===== config.mk =====
export PLATFORM = sky130hd
export DESIGN_NAME = branch_resolve_unit
export DESIGN_NICKNAME = d
export VERILOG_FILES = /design/src/rtl/branch_pkg.sv /design/src/rtl/branch_cmp_core.sv /design/src/rtl/branch_resolve_unit.sv
export SDC_FILE = /design/constraint.sdc
export NUM_CORES = 1
export LEC_CHECK = 0
export ABC_AREA = 0
export BUFFER_PORTS_ARGS = -buffer_cell sky130_fd_sc_hd__buf_4
export CAP_MARGIN = 20
export CORE_UTILIZATION = 45
export CTS_BUF_LIST = sky130_fd_sc_hd__clkbuf_2
export DETAILED_ROUTE_END_ITERATION = 12
export MAX_ROUTING_LAYER = met4
export PLACE_DENSITY = 0.77
export REMOVE_ABC_BUFFERS = 1
export SYNTH_ARGS = -nofsm -noshare
export SYNTH_HDL_FRONTEND = slang
export SYNTH_SLANG_ARGS = --single-unit

===== constraint.sdc =====
create_clock -name clk -period 5 [get_ports clk]
set_clock_uncertainty 0.05 [all_clocks]
set_input_delay 1 -clock clk [delete_from_list [all_inputs] [get_ports clk]]
set_output_delay 1 -clock clk [all_outputs]
set_load 0.03 [all_outputs]

===== src/rtl/branch_pkg.sv =====
// Shared definitions for the ID-stage branch resolver: compare-mode encodings,
// predictor counter constants and the operand-B dependency helper.
package branch_pkg;

  localparam int unsigned CTR_W = 2;
  localparam logic [CTR_W-1:0] CTR_RESET = 2'b01;

  typedef enum logic [3:0] {
    SEL_BEQ  = 4'd0,
    SEL_BNE  = 4'd1,
    SEL_BGEZ = 4'd2,
    SEL_BGTZ = 4'd3,
    SEL_BLTZ = 4'd4,
    SEL_BLEZ = 4'd5,
    SEL_BLT  = 4'd6,
    SEL_BGE  = 4'd7,
    SEL_BLTU = 4'd8,
    SEL_BGEU = 4'd9
  } sel_e;

  typedef enum logic [1:0] {
    ST_IDLE,
    ST_WAIT,
    ST_EVAL
  } state_e;

  function automatic logic need_b(input logic [3:0] sel);
    case (sel)
      SEL_BEQ, SEL_BNE, SEL_BLT, SEL_BGE, SEL_BLTU, SEL_BGEU: need_b = 1'b1;
      default:                                                need_b = 1'b0;
    endcase
  endfunction

endpackage


===== src/rtl/branch_cmp_core.sv =====
// Combinational branch condition evaluator: operands and mode in, direction
// and reserved-mode flag out.
module branch_cmp_core
  import branch_pkg::*;
#(
  parameter int unsigned WIDTH = 32
) (
  input  logic [WIDTH-1:0] a,
  input  logic [WIDTH-1:0] b,
  input  logic [3:0]       sel,
  output logic             taken,
  output logic             illegal
);

  logic a_neg;
  logic a_zero;

  assign a_neg  = a[WIDTH-1];
  assign a_zero = (a == '0);

  always_comb begin
    taken   = 1'b0;
    illegal = 1'b0;
    case (sel_e'(sel))
      SEL_BEQ:  taken = (a == b);
      SEL_BNE:  taken = (a != b);
      SEL_BGEZ: taken = ~a_neg;
      SEL_BGTZ: taken = ~a_neg & ~a_zero;
      SEL_BLTZ: taken = a_neg;
      SEL_BLEZ: taken = a_neg | a_zero;
      SEL_BLT:  taken = ($signed(a) <  $signed(b));
      SEL_BGE:  taken = ($signed(a) >= $signed(b));
      SEL_BLTU: taken = (a <  b);
      SEL_BGEU: taken = (a >= b);
      default:  illegal = 1'b1;
    endcase
  end

endmodule


===== src/rtl/branch_resolve_unit.sv =====
// ID-stage branch resolver: operand-readiness stall, registered outcome,
// 2-bit saturating predictor table and branch/mispredict statistics.
module branch_resolve_unit
  import branch_pkg::*;
#(
  parameter int unsigned WIDTH = 32,
  parameter int unsigned IDX_W = 6,
  parameter int unsigned CNT_W = 32
) (
  input  logic             clk,
  input  logic             reset_n,
  input  logic             req_valid,
  input  logic [3:0]       req_sel,
  input  logic [WIDTH-1:0] req_pc,
  input  logic [WIDTH-1:0] req_a,
  input  logic [WIDTH-1:0] req_b,
  input  logic             a_ready,
  input  logic             b_ready,
  input  logic             flush,
  output logic             stall,
  output logic             res_valid,
  output logic             res_taken,
  output logic             res_pred,
  output logic             res_mispredict,
  output logic             res_illegal,
  output logic [CNT_W-1:0] branch_cnt,
  output logic [CNT_W-1:0] mispred_cnt
);

  localparam int unsigned DEPTH = 1 << IDX_W;

  state_e           state;
  logic [CTR_W-1:0] ctr [DEPTH];
  logic [IDX_W-1:0] idx;
  logic [CTR_W-1:0] ctr_cur;
  logic [CTR_W-1:0] ctr_nxt;
  logic             ready;
  logic             eval;
  logic             cmp_taken;
  logic             cmp_illegal;
  logic             pred;
  logic             mispred;
  logic             unused_pc_bits;

  branch_cmp_core #(.WIDTH(WIDTH)) u_cmp (
    .a       (req_a),
    .b       (req_b),
    .sel     (req_sel),
    .taken   (cmp_taken),
    .illegal (cmp_illegal)
  );

  assign idx            = req_pc[IDX_W+1:2];
  assign unused_pc_bits = ^{req_pc[WIDTH-1:IDX_W+2], req_pc[1:0]};
  assign ready          = a_ready & (b_ready | ~need_b(req_sel));
  assign stall          = req_valid & ~ready & ~flush;
  assign eval           = req_valid & ready & ~flush;

  assign ctr_cur = ctr[idx];
  assign pred    = ctr_cur[1];
  assign mispred = ~cmp_illegal & (cmp_taken != pred);

  always_comb begin
    ctr_nxt = ctr_cur;
    if (cmp_taken) begin
      if (ctr_cur != 2'b11) ctr_nxt = ctr_cur + 2'b01;
    end else begin
      if (ctr_cur != 2'b00) ctr_nxt = ctr_cur - 2'b01;
    end
  end

  // res_valid is the EVAL state itself, so the pulse is registered and lasts one cycle.
  assign res_valid = (state == ST_EVAL);

  always_ff @(posedge clk or negedge reset_n) begin
    if (!reset_n) begin
      state          <= ST_IDLE;
      res_taken      <= 1'b0;
      res_pred       <= 1'b0;
      res_mispredict <= 1'b0;
      res_illegal    <= 1'b0;
      branch_cnt     <= '0;
      mispred_cnt    <= '0;
      for (int unsigned i = 0; i < DEPTH; i++) ctr[i] <= CTR_RESET;
    end else begin
      if (flush || !req_valid) state <= ST_IDLE;
      else if (!ready)         state <= ST_WAIT;
      else                     state <= ST_EVAL;

      if (eval) begin
        res_taken      <= cmp_taken;
        res_pred       <= pred;
        res_mispredict <= mispred;
        res_illegal    <= cmp_illegal;
        branch_cnt     <= branch_cnt + CNT_W'(1);
        if (mispred) mispred_cnt <= mispred_cnt + CNT_W'(1);
        if (!cmp_illegal) ctr[idx] <= ctr_nxt;
      end
    end
  end

endmodule

==> impl_metrics.py, run 1 <==
metrics = {
    "power": {
        "power.share.switching": 0.319,
        "leakage_uw": 0.00562,
        "vdd_ir_drop_max_uv": 209,
        "cellInternalPower_uw": 2180,
        "power-per-cell-area_nw_per_um2": 262,
        "design_power_total_uw": 3210,
        "power.combinational.fraction": 0.179,
        "net-switching-power_uw": 1020,
        "clock_power_share": 0.267,
        "share_seq_of_total_power": 0.554,
    },
    "clocking": {
        "cts_resized": 0,
        "cts_inserted_buffers": 17,
        "cts-htree-levels": 4,
        "clk_latency_ns": 0.79,
        "cts_root_buf": "sky130_fd_sc_hd__clkbuf_2",
        "cts_hold_repair.buffers": 0,
        "postCtsSetupRepairBufs": 0,
        "clock_tree_buf_depth": 2,
        "clkSinkCount": 198,
        "clkSlewWorstSetupHoldPaths_ns": 0.31,
        "tritoncts": "yes",
    },
    "setup_path": {
        "critPathMaxFanout": 17,
        "cp-startpoint": "req_a[7]",
        "crit_arrival_ns": 4.36,
        "setup.worst_path.class": "input pin to flop",
        "worst_setup_ep_type": "flop",
        "r2r_endpoint": "mispred_cnt[14]$_DFFE_PN0P_",
        "timing.critical_path.from_type": "input pin",
        "critPathRequiredTime_ns": 5.70,
        "worst_r2r_startpoint": "ctr[65]$_DFFE_PN0P_",
        "reg2reg_setup_slack_ns": 2.09,
        "worst_r2r_path_depth": 9,
    },
    "sta": {
        "timing.max_slew.rel_slack": 0.383,
        "final_period_minus_worst_setup_slack_ns": 3.66,
        "tightestPinTransition_ns": 0.926,
        "worst_slack_ns": 1.34,
        "endpoints_failing_setup": 0,
        "final-hold-violation-count": 0,
        "fmaxAchievable_mhz": 273,
        "unrepaired_setup_endpoints_after_global_routing": "no",
        "fin_crit_sh": 0.732,
        "maxSlewViolCount": 0,
    },
    "floorplanning": {
        "floorplan.initialDensity": 0.460,
        "placementRows": 55,
        "floorplan.die.height_microns": 154,
        "ios": 176,
        "core_area_sq_um": 22700,
        "die_w_microns": 154,
        "floorplan.die_area_sq_um": 23900,
    },
    "detailed_routing": {
        "postRouteWirelength_mm": 25.9,
        "drt.antenna.violating_nets": 0,
        "routed-via-count": 8571,
        "avgRoutedWirePerCell_microns": 17.1,
        "drt_first_iter_violations": 558,
        "drt-pass1-iter-count": 5,
        "drc": 0,
        "drt-vias-per-instance": 5.65,
    },
    "final_layout": {
        "postLayoutCoreUtil": 0.539,
        "final_net_count": 1359,
        "drive_gt1_frac": 0.254,
        "final-instance-count-excl-fill": 1517,
        "flow.area_growth_from_synthesis_pct": 17.0,
        "total_inserted_antenna_cells": 0,
    },
    "synthesis": {
        "post_synth_inst_count": 1081,
        "postSynth.topFlopCell": "sky130_fd_sc_hd__dfrtp_1",
        "summed_instance_area_of_the_synthesized_netlist_sq_um": 10500,
        "synth_seq_area_share": 0.482,
        "synth_enable_flop_cells": 0,
        "synthesis.area_per_instance_sq_um": 9.67,
        "synth.ff_latch_count": 198,
        "share_of_flip_flops_with_an_asynchronous_set_or_reset_after_synthesis": 1.00,
        "synth.lib_cells_used.distinct": 62,
        "yosysWarningCount": 0,
    },
    "placed_design": {
        "finalWeightedCongestion": 0.888,
        "dp.cells": 1485,
        "place_ws_ns": 0.517,
        "port_buffers": 149,
        "detailedPlacementHpwl_mm": 18.4,
    },
    "global_routing": {
        "grt_pass1_wl_mm": 43.1,
        "largest_net_degree_at_the_start_of_global_routing": 112,
        "initial_antenna_violation_count": 0,
        "busiest_layer": "met2",
        "grt.met2_usage": 0.374,
        "grt_use_total": 0.232,
        "via_count_of_the_first_global_routing_pass": 8505,
        "use_met1": 0.306,
        "global_route_met3_utilization": 0.0353,
        "overflow": 0,
    },
    "flow_run": {
        "drv_cap": 0,
    },
    "status": {
        "outcome": "finished clean",
    },
    "worst_hold_path": {
        "holdCritPathClass": "input pin to asynchronous set/reset pin",
    },
}
## placed cells by master (no fill, tap or decap), types with 25 or more instances in the layout
cell type	synthesis	layout
sky130_fd_sc_hd__nand3_1	38	38
sky130_fd_sc_hd__xor2_1	35	35
sky130_fd_sc_hd__inv_1	43	43
sky130_fd_sc_hd__a211oi_1	25	25
sky130_fd_sc_hd__a21oi_1	112	112
sky130_fd_sc_hd__nand2_1	87	87
sky130_fd_sc_hd__xnor2_1	28	28
sky130_fd_sc_hd__dfrtp_1	134	134
sky130_fd_sc_hd__dfstp_2	64	64
sky130_fd_sc_hd__ha_1	34	34
sky130_fd_sc_hd__nor2_1	157	157
sky130_fd_sc_hd__buf_4	0	167
sky130_fd_sc_hd__o21ai_0	43	43
## area by class of cell
cell class	count	area [sq um]
Tap cell	285	357
Inverter	45	169
Clock buffer	17	85.1
Clock inverter	15	185
Multi-Input combinational cell	785	5050
Sequential cell	198	5030
Fill cell	2014	10500
Timing Repair Buffer	172	1350
## stage by stage
step | hold WS [ns] | cell area [sq um] | setup TNS (ns)
floorplan | 0.393 | 10200 | -31.44
detailed placement | 0.409 | 12000 | 0
finish | 0.140 | 12200 | 0
global route | 0.208 | 12200 | 0
CTS | 0.203 | 12200 | 0
global placement | 0.402 | 12000 | 0
## routing by layer
layer	up-vias	share of wire
li1	4115	-
met1	4139	0.44
met2	277	0.48
met3	40	0.056
met4	0	0.019
met5	-	0
## power by group through the flow
stage               Clock (uW)  Combinational (uW)  Sequential, uW
floorplan                    0                 236            1850
global placement             0                 560            1790
detailed placement           0                 575            1800
CTS                        880                 576            1770
global route               943                 625            1790
finish                     858                 574            1780
## worst max-delay path, stage by stage
cell and delay (ns):
sky130_fd_sc_hd__buf_4 0.11, sky130_fd_sc_hd__ha_1 0.32, sky130_fd_sc_hd__a21oi_1 0.16, sky130_fd_sc_hd__o21ai_0 0.12
sky130_fd_sc_hd__a221o_1 0.30, sky130_fd_sc_hd__o31a_1 0.34, sky130_fd_sc_hd__or3_1 0.34, sky130_fd_sc_hd__and4b_4 0.23
sky130_fd_sc_hd__or4_4 0.65, sky130_fd_sc_hd__buf_12 0.21, sky130_fd_sc_hd__a2111oi_2 0.38, sky130_fd_sc_hd__xor2_1 0.20
## state kept, by name (all words and copies together), names as in the netlist
register,flops
state,2
branch_cnt,32
res_taken,1
res_pred,1
ctr,128
mispred_cnt,32
res_mispredict,1
res_illegal,1
## logic make-up (layout without fill, tap and decap cells)
family          after synthesis  count (layout)  synth area share
compound gates              252             252             0.155
xor+xnor                     63              63            0.0528
fa+ha+maj                    36              36            0.0426
buf+inv                      98             249            0.0369
flops                       198             198             0.482
mux                          43              43            0.0570
simple gates                391             391             0.174
## worst max path at each step
| stage | endpoint | slack [ns] | cells past startpoint |
|---|---|---|---|
| after detailed placement | mispred_cnt[14]$_DFFE_PN0P_ | 0.52 | 12 |
| after global routing | mispred_cnt[14]$_DFFE_PN0P_ | 1.24 | 12 |
| after floorplan | mispred_cnt[1]$_DFFE_PN0P_ | -1.22 | 11 |
| after CTS | mispred_cnt[14]$_DFFE_PN0P_ | 1.40 | 12 |
| after global placement | mispred_cnt[7]$_DFFE_PN0P_ | 0.55 | 12 |
| final | mispred_cnt[14]$_DFFE_PN0P_ | 1.34 | 12 |
## Yosys cell counts, drive strengths merged (3+ instances only)
cell type	n	area, sq um
mux2i	19	190
mux2	12	135
a31oi	13	81.3
nor2	157	589
mux4	12	270
nand2	87	327
a221o	3	30.0
clkbuf	36	135
o31ai	6	45.0
a221oi	8	70.1
nor2b	8	50.1
nand3b	3	22.5
dfstp	64	1680
o21ai	44	220
nor4	10	62.6
and3	22	138
nand4	23	144
or3b	3	26.3
nand3	38	190
or3	8	50.1
o22ai	5	31.3
inv	44	165
nor3	9	45.0
buf	17	81.3
xor2	35	307
a22oi	7	52.6
a21oi	112	561
ha	34	425
a211oi	25	188
nor3b	3	22.5
xnor2	28	245
dfrtp	134	3350
a2111oi	11	196
a21o	3	22.5
and2	8	50.1
(Power assumes the default switching activity.)
==> run 2: changes to the inputs <==
--- a/config.mk
+++ b/config.mk
@@ -5,14 +5,14 @@
 export SDC_FILE = /design/constraint.sdc
 export NUM_CORES = 1
 export LEC_CHECK = 0
-export ABC_AREA = 0
+export ABC_AREA = 1
 export BUFFER_PORTS_ARGS = -buffer_cell sky130_fd_sc_hd__buf_4
 export CAP_MARGIN = 20
 export CORE_UTILIZATION = 45
 export CTS_BUF_LIST = sky130_fd_sc_hd__clkbuf_2
 export DETAILED_ROUTE_END_ITERATION = 12
 export MAX_ROUTING_LAYER = met4
-export PLACE_DENSITY = 0.77
+export PLACE_DENSITY = 0.79
 export REMOVE_ABC_BUFFERS = 1
 export SYNTH_ARGS = -nofsm -noshare
 export SYNTH_HDL_FRONTEND = slang
==> constraint.sdc (replaced) <==
create_clock -name clk -period 3.1 [get_ports clk]
set_clock_uncertainty 0.05 [all_clocks]
set_input_delay 0.62 -clock clk [delete_from_list [all_inputs] [get_ports clk]]
set_output_delay 0.62 -clock clk [all_outputs]
set_load 0.03 [all_outputs]
==> run 2 against run 1 <==
Compared with the run above:
- count of clock-buffer cells in the layout grew 1
- combinational power increased by 60%
- critical path type is now flop to flop
- die area increased by 11%
- critical endpoint is now branch_cnt[25]$_DFFE_PN0P_
- wire length up 21%
- flip-flop and latch count did not move
- register-to-register slack worse by 1.4 ns
- cell count up 41%
- sequential power rose by 56%
- non-clock buffer count rose by 17
- hold slack improved by 0.069 ns
==> impl_metrics.py, run 2 <==
metrics = {
    "status": {
        "outcome": "finished clean",
    },
    "floorplanning": {
        "floorplan.die_area_sq_um": 26500,
        "placementRows": 58,
        "floorplan.die.height_microns": 163,
        "ios": 176,
        "core_area_sq_um": 25300,
        "die_w_microns": 163,
        "floorplan.initialDensity": 0.460,
    },
    "worst_hold_path": {
        "holdCritPathClass": "input pin to flop",
    },
    "detailed_routing": {
        "drt.antenna.violating_nets": 0,
        "postRouteWirelength_mm": 31.3,
        "drt-vias-per-instance": 5.19,
        "drt_first_iter_violations": 1034,
        "drc": 0,
        "drt-pass1-iter-count": 8,
        "avgRoutedWirePerCell_microns": 14.7,
        "routed-via-count": 11100,
    },
    "global_routing": {
        "use_met1": 0.313,
        "via_count_of_the_first_global_routing_pass": 10800,
        "grt.met2_usage": 0.409,
        "busiest_layer": "met2",
        "global_route_met3_utilization": 0.0382,
        "grt_use_total": 0.249,
        "largest_net_degree_at_the_start_of_global_routing": 73,
        "initial_antenna_violation_count": 1,
        "grt_pass1_wl_mm": 51.6,
        "overflow": 0,
    },
    "clocking": {
        "tritoncts": "yes",
        "cts_root_buf": "sky130_fd_sc_hd__clkbuf_2",
        "clkSlewWorstSetupHoldPaths_ns": 0.30,
        "clk_latency_ns": 0.79,
        "cts_inserted_buffers": 17,
        "clock_tree_buf_depth": 2,
        "postCtsSetupRepairBufs": 0,
        "clkSinkCount": 198,
        "cts-htree-levels": 4,
    },
    "final_layout": {
        "flow.area_growth_from_synthesis_pct": 17.6,
        "drive_gt1_frac": 0.173,
        "post-route-cell-area_sq_um": 13700,
        "largest_register_ffs": 128,
        "postLayoutCoreUtil": 0.541,
        "most_frequent_standard_cell_in_the_layout_excluding_fill_and_tap_cells": "sky130_fd_sc_hd__nand2_1",
        "final_net_count": 1931,
        "largestRegisters": "ctr (128), branch_cnt (32), mispred_cnt (32)",
        "register_with_the_most_flip_flops": "ctr",
        "final_cell_mix": "sky130_fd_sc_hd__nand2_1, sky130_fd_sc_hd__buf_4, sky130_fd_sc_hd__inv_1",
    },
    "setup_path": {
        "timing.critical_path.from_type": "flop",
        "critPathRequiredTime_ns": 3.75,
        "worst_setup_ep_type": "flop",
        "critPathMaxFanout": 5,
        "setup.worst_path.class": "flop to flop",
        "crit_arrival_ns": 3.06,
    },
    "sta": {
        "final_period_minus_worst_setup_slack_ns": 2.42,
        "fmaxAchievable_mhz": 414,
        "final-hold-violation-count": 0,
        "timing.hold.ws_ns": 0.208,
        "timing.max_slew.rel_slack": 0.579,
        "endpoints_failing_setup": 0,
        "maxSlewViolCount": 0,
        "fin_crit_sh": 0.779,
        "unrepaired_setup_endpoints_after_global_routing": "no",
        "tightestPinTransition_ns": 0.632,
    },
    "synthesis": {
        "post-synth-top-count-cell": "sky130_fd_sc_hd__nand2_1",
        "yosysTopAreaCell": "sky130_fd_sc_hd__dfrtp_1",
        "share_of_flip_flops_with_an_asynchronous_set_or_reset_after_synthesis": 1.00,
        "summed_instance_area_of_the_synthesized_netlist_sq_um": 11700,
        "yosys-top-cells-area": "sky130_fd_sc_hd__dfrtp_1, sky130_fd_sc_hd__nand2_1, sky130_fd_sc_hd__dfstp_2",
        "postSynth.topFlopCell": "sky130_fd_sc_hd__dfrtp_1",
        "synthesis.area_per_instance_sq_um": 7.17,
        "synth.ff_latch_count": 198,
        "synth_enable_flop_cells": 0,
        "synth_commonest_cells": "sky130_fd_sc_hd__nand2_1, sky130_fd_sc_hd__inv_1, sky130_fd_sc_hd__dfrtp_1",
        "post_synth_inst_count": 1625,
        "synth_seq_area_share": 0.432,
        "synth.top_cell.area_share": 0.288,
        "synth.lib_cells_used.distinct": 37,
        "yosysWarningCount": 0,
    },
    "power": {
        "vdd_ir_drop_max_uv": 246,
        "power-per-cell-area_nw_per_um2": 372,
        "design_power_total_uw": 5090,
        "leakage_uw": 0.00693,
    },
    "placed_design": {
        "port_buffers": 149,
        "detailedPlacementHpwl_mm": 22.8,
        "placement.cell_area_sq_um": 13400,
        "finalWeightedCongestion": 0.891,
    },
    "flow_run": {
        "drv_cap": 0,
    },
}
==> run 2: critical path, cell delays in order (launching register included) <==
cell	delay, ns
sky130_fd_sc_hd__dfrtp_1	0.49
sky130_fd_sc_hd__inv_1	0.09
sky130_fd_sc_hd__nor3_1	0.35
sky130_fd_sc_hd__nand2_1	0.14
sky130_fd_sc_hd__nor2_1	0.18
sky130_fd_sc_hd__nand2_1	0.13
sky130_fd_sc_hd__nor2_2	0.14
sky130_fd_sc_hd__nand3_1	0.19
sky130_fd_sc_hd__nor3_2	0.32
sky130_fd_sc_hd__nand2_1	0.12
sky130_fd_sc_hd__xnor2_1	0.14
==> run 2: final cells by class <==
class	count	area (sq um)
Clock inverter	14	183
Fill cell	2314	11600
Clock buffer	18	90.1
Sequential cell	198	5030
Inverter	180	678
Tap cell	330	413
Timing Repair Buffer	189	1560
Multi-Input combinational cell	1205	5750
Antenna cell	1	2.50
==> run 2: path summary, 6_finish.rpt <==
path | startpoint | end | slack [ns] | depth (start not counted)
setup / recovery | branch_cnt[2]$_DFFE_PN0P_ | branch_cnt[25]$_DFFE_PN0P_ | 0.68 | 10
hold / removal | req_pc[7] | ctr[99]$_DFFE_PN0P_ | 0.21 | 5
setup reg to reg | branch_cnt[2]$_DFFE_PN0P_ | branch_cnt[25]$_DFFE_PN0P_ | 0.68 | 10
hold reg to reg | ctr[12]$_DFFE_PN1P_ | ctr[12]$_DFFE_PN1P_ | 0.44 | 2
max in group asynchronous | reset_n | ctr[112]$_DFFE_PN1P_ | 1.81 | 3
min in group asynchronous | reset_n | mispred_cnt[6]$_DFFE_PN0P_ | 0.30 | 2
==> run 2: repair_timing <==
item	4_1_cts	5_1_grt
hold buffers	3	0
hold endpoints to repair	46	0
endpoints found under the setup margin	0	0
resized for setup	0	0
==> run 2: cell families after synthesis <==
group,after synthesis,share of synthesized area
xor+xnor,60,0.0451
simple gates,1038,0.373
fa+ha+maj,34,0.0365
flops,198,0.432
buf+inv,222,0.0756
compound gates,73,0.0380
==> run 2: power by group <==
group / internal, uW / total (uW) / switching [uW]
registers: 2690 / 2770 / 84.4
clock network: 419 / 1400 / 983
logic: 331 / 918 / 587
==> run 2: metal layers <==
metal	up-vias	routed length (microns)
met2	373	15100
met1	5209	13300
li1	5453	-
met4	0	656
met5	-	0
met3	51	2230
==> run 2: through the flow <==
| step | setup TNS, ns | worst slack (ns) | cells |
|---|---|---|---|
| 6_report | 0 | 0.684 | 2135 |
| 3_3_place_gp | 0 | 0.138 | 2099 |
| 5_1_grt | 0 | 0.410 | 2135 |
| 2_1_floorplan | -72.98 | -1.95 | 1583 |
| 4_1_cts | 0 | 0.659 | 2134 |
| 3_5_place_dp | 0 | 0.0195 | 2099 |
==> run 3: changes to the inputs <==
--- a/config.mk
+++ b/config.mk
@@ -5,14 +5,14 @@
 export SDC_FILE = /design/constraint.sdc
 export NUM_CORES = 1
 export LEC_CHECK = 0
-export ABC_AREA = 1
+export ABC_AREA = 0
 export BUFFER_PORTS_ARGS = -buffer_cell sky130_fd_sc_hd__buf_4
 export CAP_MARGIN = 20
 export CORE_UTILIZATION = 45
 export CTS_BUF_LIST = sky130_fd_sc_hd__clkbuf_2
 export DETAILED_ROUTE_END_ITERATION = 12
 export MAX_ROUTING_LAYER = met4
-export PLACE_DENSITY = 0.79
+export PLACE_DENSITY = 0.77
 export REMOVE_ABC_BUFFERS = 1
 export SYNTH_ARGS = -nofsm -noshare
 export SYNTH_HDL_FRONTEND = slang
==> constraint.sdc (replaced) <==
create_clock -name clk -period 2.3 [get_ports clk]
set_clock_uncertainty 0.05 [all_clocks]
set_input_delay 0.46 -clock clk [delete_from_list [all_inputs] [get_ports clk]]
set_output_delay 0.46 -clock clk [all_outputs]
set_load 0.03 [all_outputs]
==> run 3 against run 2 <==
Compared with the run above:
- the run now ends with setup timing left
- non-clock buffer count grew 181
- critical path depth is the same
- clock power grew 26%
- setup slack lost 1.3 ns
- maximum frequency shrank 17%
- flip-flop and latch count is the same
- combinational power grew 150%
- global-route usage grew 5.5 points
==> impl_metrics.py, run 3 (synthesis gave the netlist of run 1 again) <==
metrics = {
    "final_layout": {
        "final_net_count": 1558,
        "postLayoutCoreUtil": 0.700,
        "multiInputGateArea_sq_um": 6550,
        "largestRegisters": "ctr (128), branch_cnt (32), mispred_cnt (32)",
        "final_cell_mix": "sky130_fd_sc_hd__buf_4, sky130_fd_sc_hd__nor2_1, sky130_fd_sc_hd__dfrtp_1",
        "largest_register_ffs": 128,
        "drive_gt1_frac": 0.505,
        "flow.area_growth_from_synthesis_pct": 52.0,
        "most_frequent_standard_cell_in_the_layout_excluding_fill_and_tap_cells": "sky130_fd_sc_hd__buf_4",
        "register_with_the_most_flip_flops": "ctr",
        "post-route-cell-area_sq_um": 15900,
        "area_occupied_by_registers_sq_um": 5040,
        "filler_cell_count": 1490,
        "total_inserted_antenna_cells": 0,
    },
    "power": {
        "clock_power_share": 0.222,
        "net-switching-power_uw": 2690,
        "share_seq_of_total_power": 0.489,
        "cellInternalPower_uw": 5210,
        "power.share.switching": 0.340,
        "leakage_uw": 0.00694,
        "power-per-cell-area_nw_per_um2": 497,
        "power.combinational.fraction": 0.289,
        "vdd_ir_drop_max_uv": 528,
    },
    "clocking": {
        "tritoncts": "yes",
        "cts-htree-levels": 4,
        "clk_latency_ns": 0.82,
        "cts_inserted_buffers": 17,
        "clkSlewWorstSetupHoldPaths_ns": 0.36,
        "clock_tree_buf_depth": 2,
        "clkSinkCount": 198,
        "cts_root_buf": "sky130_fd_sc_hd__clkbuf_2",
    },
    "floorplanning": {
        "floorplan.die.height_microns": 154,
        "core_area_sq_um": 22700,
        "floorplan.initialDensity": 0.460,
        "placementRows": 55,
        "die_w_microns": 154,
        "ios": 176,
        "floorplan.die_area_sq_um": 23900,
    },
    "global_routing": {
        "grt_use_total": 0.304,
        "grt_pass1_wl_mm": 55.2,
        "overflow": 0,
        "largest_net_degree_at_the_start_of_global_routing": 61,
        "initial_antenna_violation_count": 0,
        "via_count_of_the_first_global_routing_pass": 10700,
    },
    "detailed_routing": {
        "drt-pass1-iter-count": 6,
        "avgRoutedWirePerCell_microns": 22.1,
        "routed-via-count": 10600,
        "drt_first_iter_violations": 870,
        "drc": 0,
        "drt-vias-per-instance": 6.17,
        "drt.antenna.violating_nets": 0,
        "postRouteWirelength_mm": 37.9,
    },
    "sta": {
        "final-hold-violation-count": 0,
        "final_period_minus_worst_setup_slack_ns": 2.92,
        "tightestPinTransition_ns": 0.711,
        "unrepaired_setup_endpoints_after_global_routing": "yes",
        "maxSlewViolCount": 0,
        "worst_slack_ns": -0.619,
        "timing.hold.ws_ns": 0.0519,
        "endpoints_failing_setup": 161,
        "fin_crit_sh": 1.27,
        "fmaxAchievable_mhz": 343,
        "timing.max_slew.rel_slack": 0.525,
    },
    "status": {
        "outcome": "finished with violations",
        "failed_checks": "setup timing",
    },
    "flow_run": {
        "drv_cap": 0,
    },
    "worst_hold_path": {
        "holdCritPathClass": "input pin to asynchronous set/reset pin",
    },
    "placed_design": {
        "finalWeightedCongestion": 0.899,
        "placement.cell_area_sq_um": 13100,
        "detailedPlacementHpwl_mm": 21.1,
        "port_buffers": 149,
    },
    "setup_path": {
        "worst_setup_ep_type": "flop",
        "crit_arrival_ns": 3.59,
        "critPathRequiredTime_ns": 2.98,
        "timing.critical_path.from_type": "flop",
        "setup.worst_path.class": "flop to flop",
        "critPathMaxFanout": 6,
    },
}
## run 3: changes by cell type in the layout (fill, tap and decap cells not counted), moves of 38 or more
cell                      change
sky130_fd_sc_hd__inv_1      -141
sky130_fd_sc_hd__a21oi_2     +69
sky130_fd_sc_hd__nor3_1      -80
sky130_fd_sc_hd__nand2_1    -630
sky130_fd_sc_hd__buf_4      +116
sky130_fd_sc_hd__nor2_1      +38
## run 3: what timing repair did
| action | in CTS | in global routing |
|---|---|---|
| pin swaps | 66 | 66 |
| setup buffers | 20 | 16 |
| endpoints found under the hold margin | 164 | 1 |
| setup endpoints to repair | 163 | 168 |
| resized for setup | 261 | 113 |
| cloned | 17 | 6 |
| hold buffers | 3 | 1 |
## run 3: layout make-up
class / instances / share of cell area
Clock buffer: 18 / 0.00567
Clock inverter: 14 / 0.00890
Inverter: 45 / 0.0114
Multi-Input combinational cell: 786 / 0.412
Sequential cell: 198 / 0.317
Tap cell: 285 / 0.0224
Timing Repair Buffer: 370 / 0.223
## run 3: per-layer routing
metal	wire [microns]	global-route usage	vias up
met5	0	-	-
met4	2410	0.155	0
met3	2960	0.0558	221
met2	18800	0.506	642
met1	13800	0.351	5201
li1	-	-	4529
## run 3: worst max-delay path, cell delays in order (launching register included)
cell,delay (ns)
sky130_fd_sc_hd__dfstp_2,0.44
sky130_fd_sc_hd__mux2_2,0.25
sky130_fd_sc_hd__a22oi_1,0.18
sky130_fd_sc_hd__nor2_1,0.09
sky130_fd_sc_hd__a221oi_2,0.34
sky130_fd_sc_hd__o2bb2ai_1,0.19
sky130_fd_sc_hd__or3b_4,0.43
sky130_fd_sc_hd__maj3_4,0.45
sky130_fd_sc_hd__buf_12,0.18
sky130_fd_sc_hd__buf_16,0.14
sky130_fd_sc_hd__mux2i_1,0.13
## run 3: path summary, 6_finish.rpt
check                                      from                         end  cells past startpoint  slack [ns]
max                        ctr[102]$_DFFE_PN1P_         ctr[98]$_DFFE_PN1P_                     10       -0.62
min                                     reset_n  mispred_cnt[7]$_DFFE_PN0P_                      2        0.05
max reg2reg                ctr[102]$_DFFE_PN1P_         ctr[98]$_DFFE_PN1P_                     10       -0.62
min reg2reg                 ctr[88]$_DFFE_PN1P_         ctr[88]$_DFFE_PN1P_                      2        0.44
max in group asynchronous               reset_n         ctr[12]$_DFFE_PN1P_                      3        1.33
min in group clk                          flush          state[1]$_DFF_PN0_                      5        0.09
## run 3: power groups by stage
stage	logic, uW	registers (uW)	clock network (uW)
6_report	2280	3860	1760
3_5_place_dp	1440	3900	0
4_1_cts	1980	3840	1730
2_1_floorplan	514	4010	0
3_3_place_gp	1410	3890	0
5_1_grt	2390	3880	1910
## run 3: stage by stage
step / total power, uW / worst slack (ns) / cells / setup TNS (ns)
finish: 7900 / -0.619 / 1716 / -78.15
global route: 8180 / -0.624 / 1716 / -80.66
CTS: 7560 / -0.479 / 1700 / -62.00
detailed placement: 5340 / -1.51 / 1628 / -216.83
global placement: 5300 / -1.45 / 1628 / -204.00
floorplan: 4530 / -3.38 / 1028 / -313.01
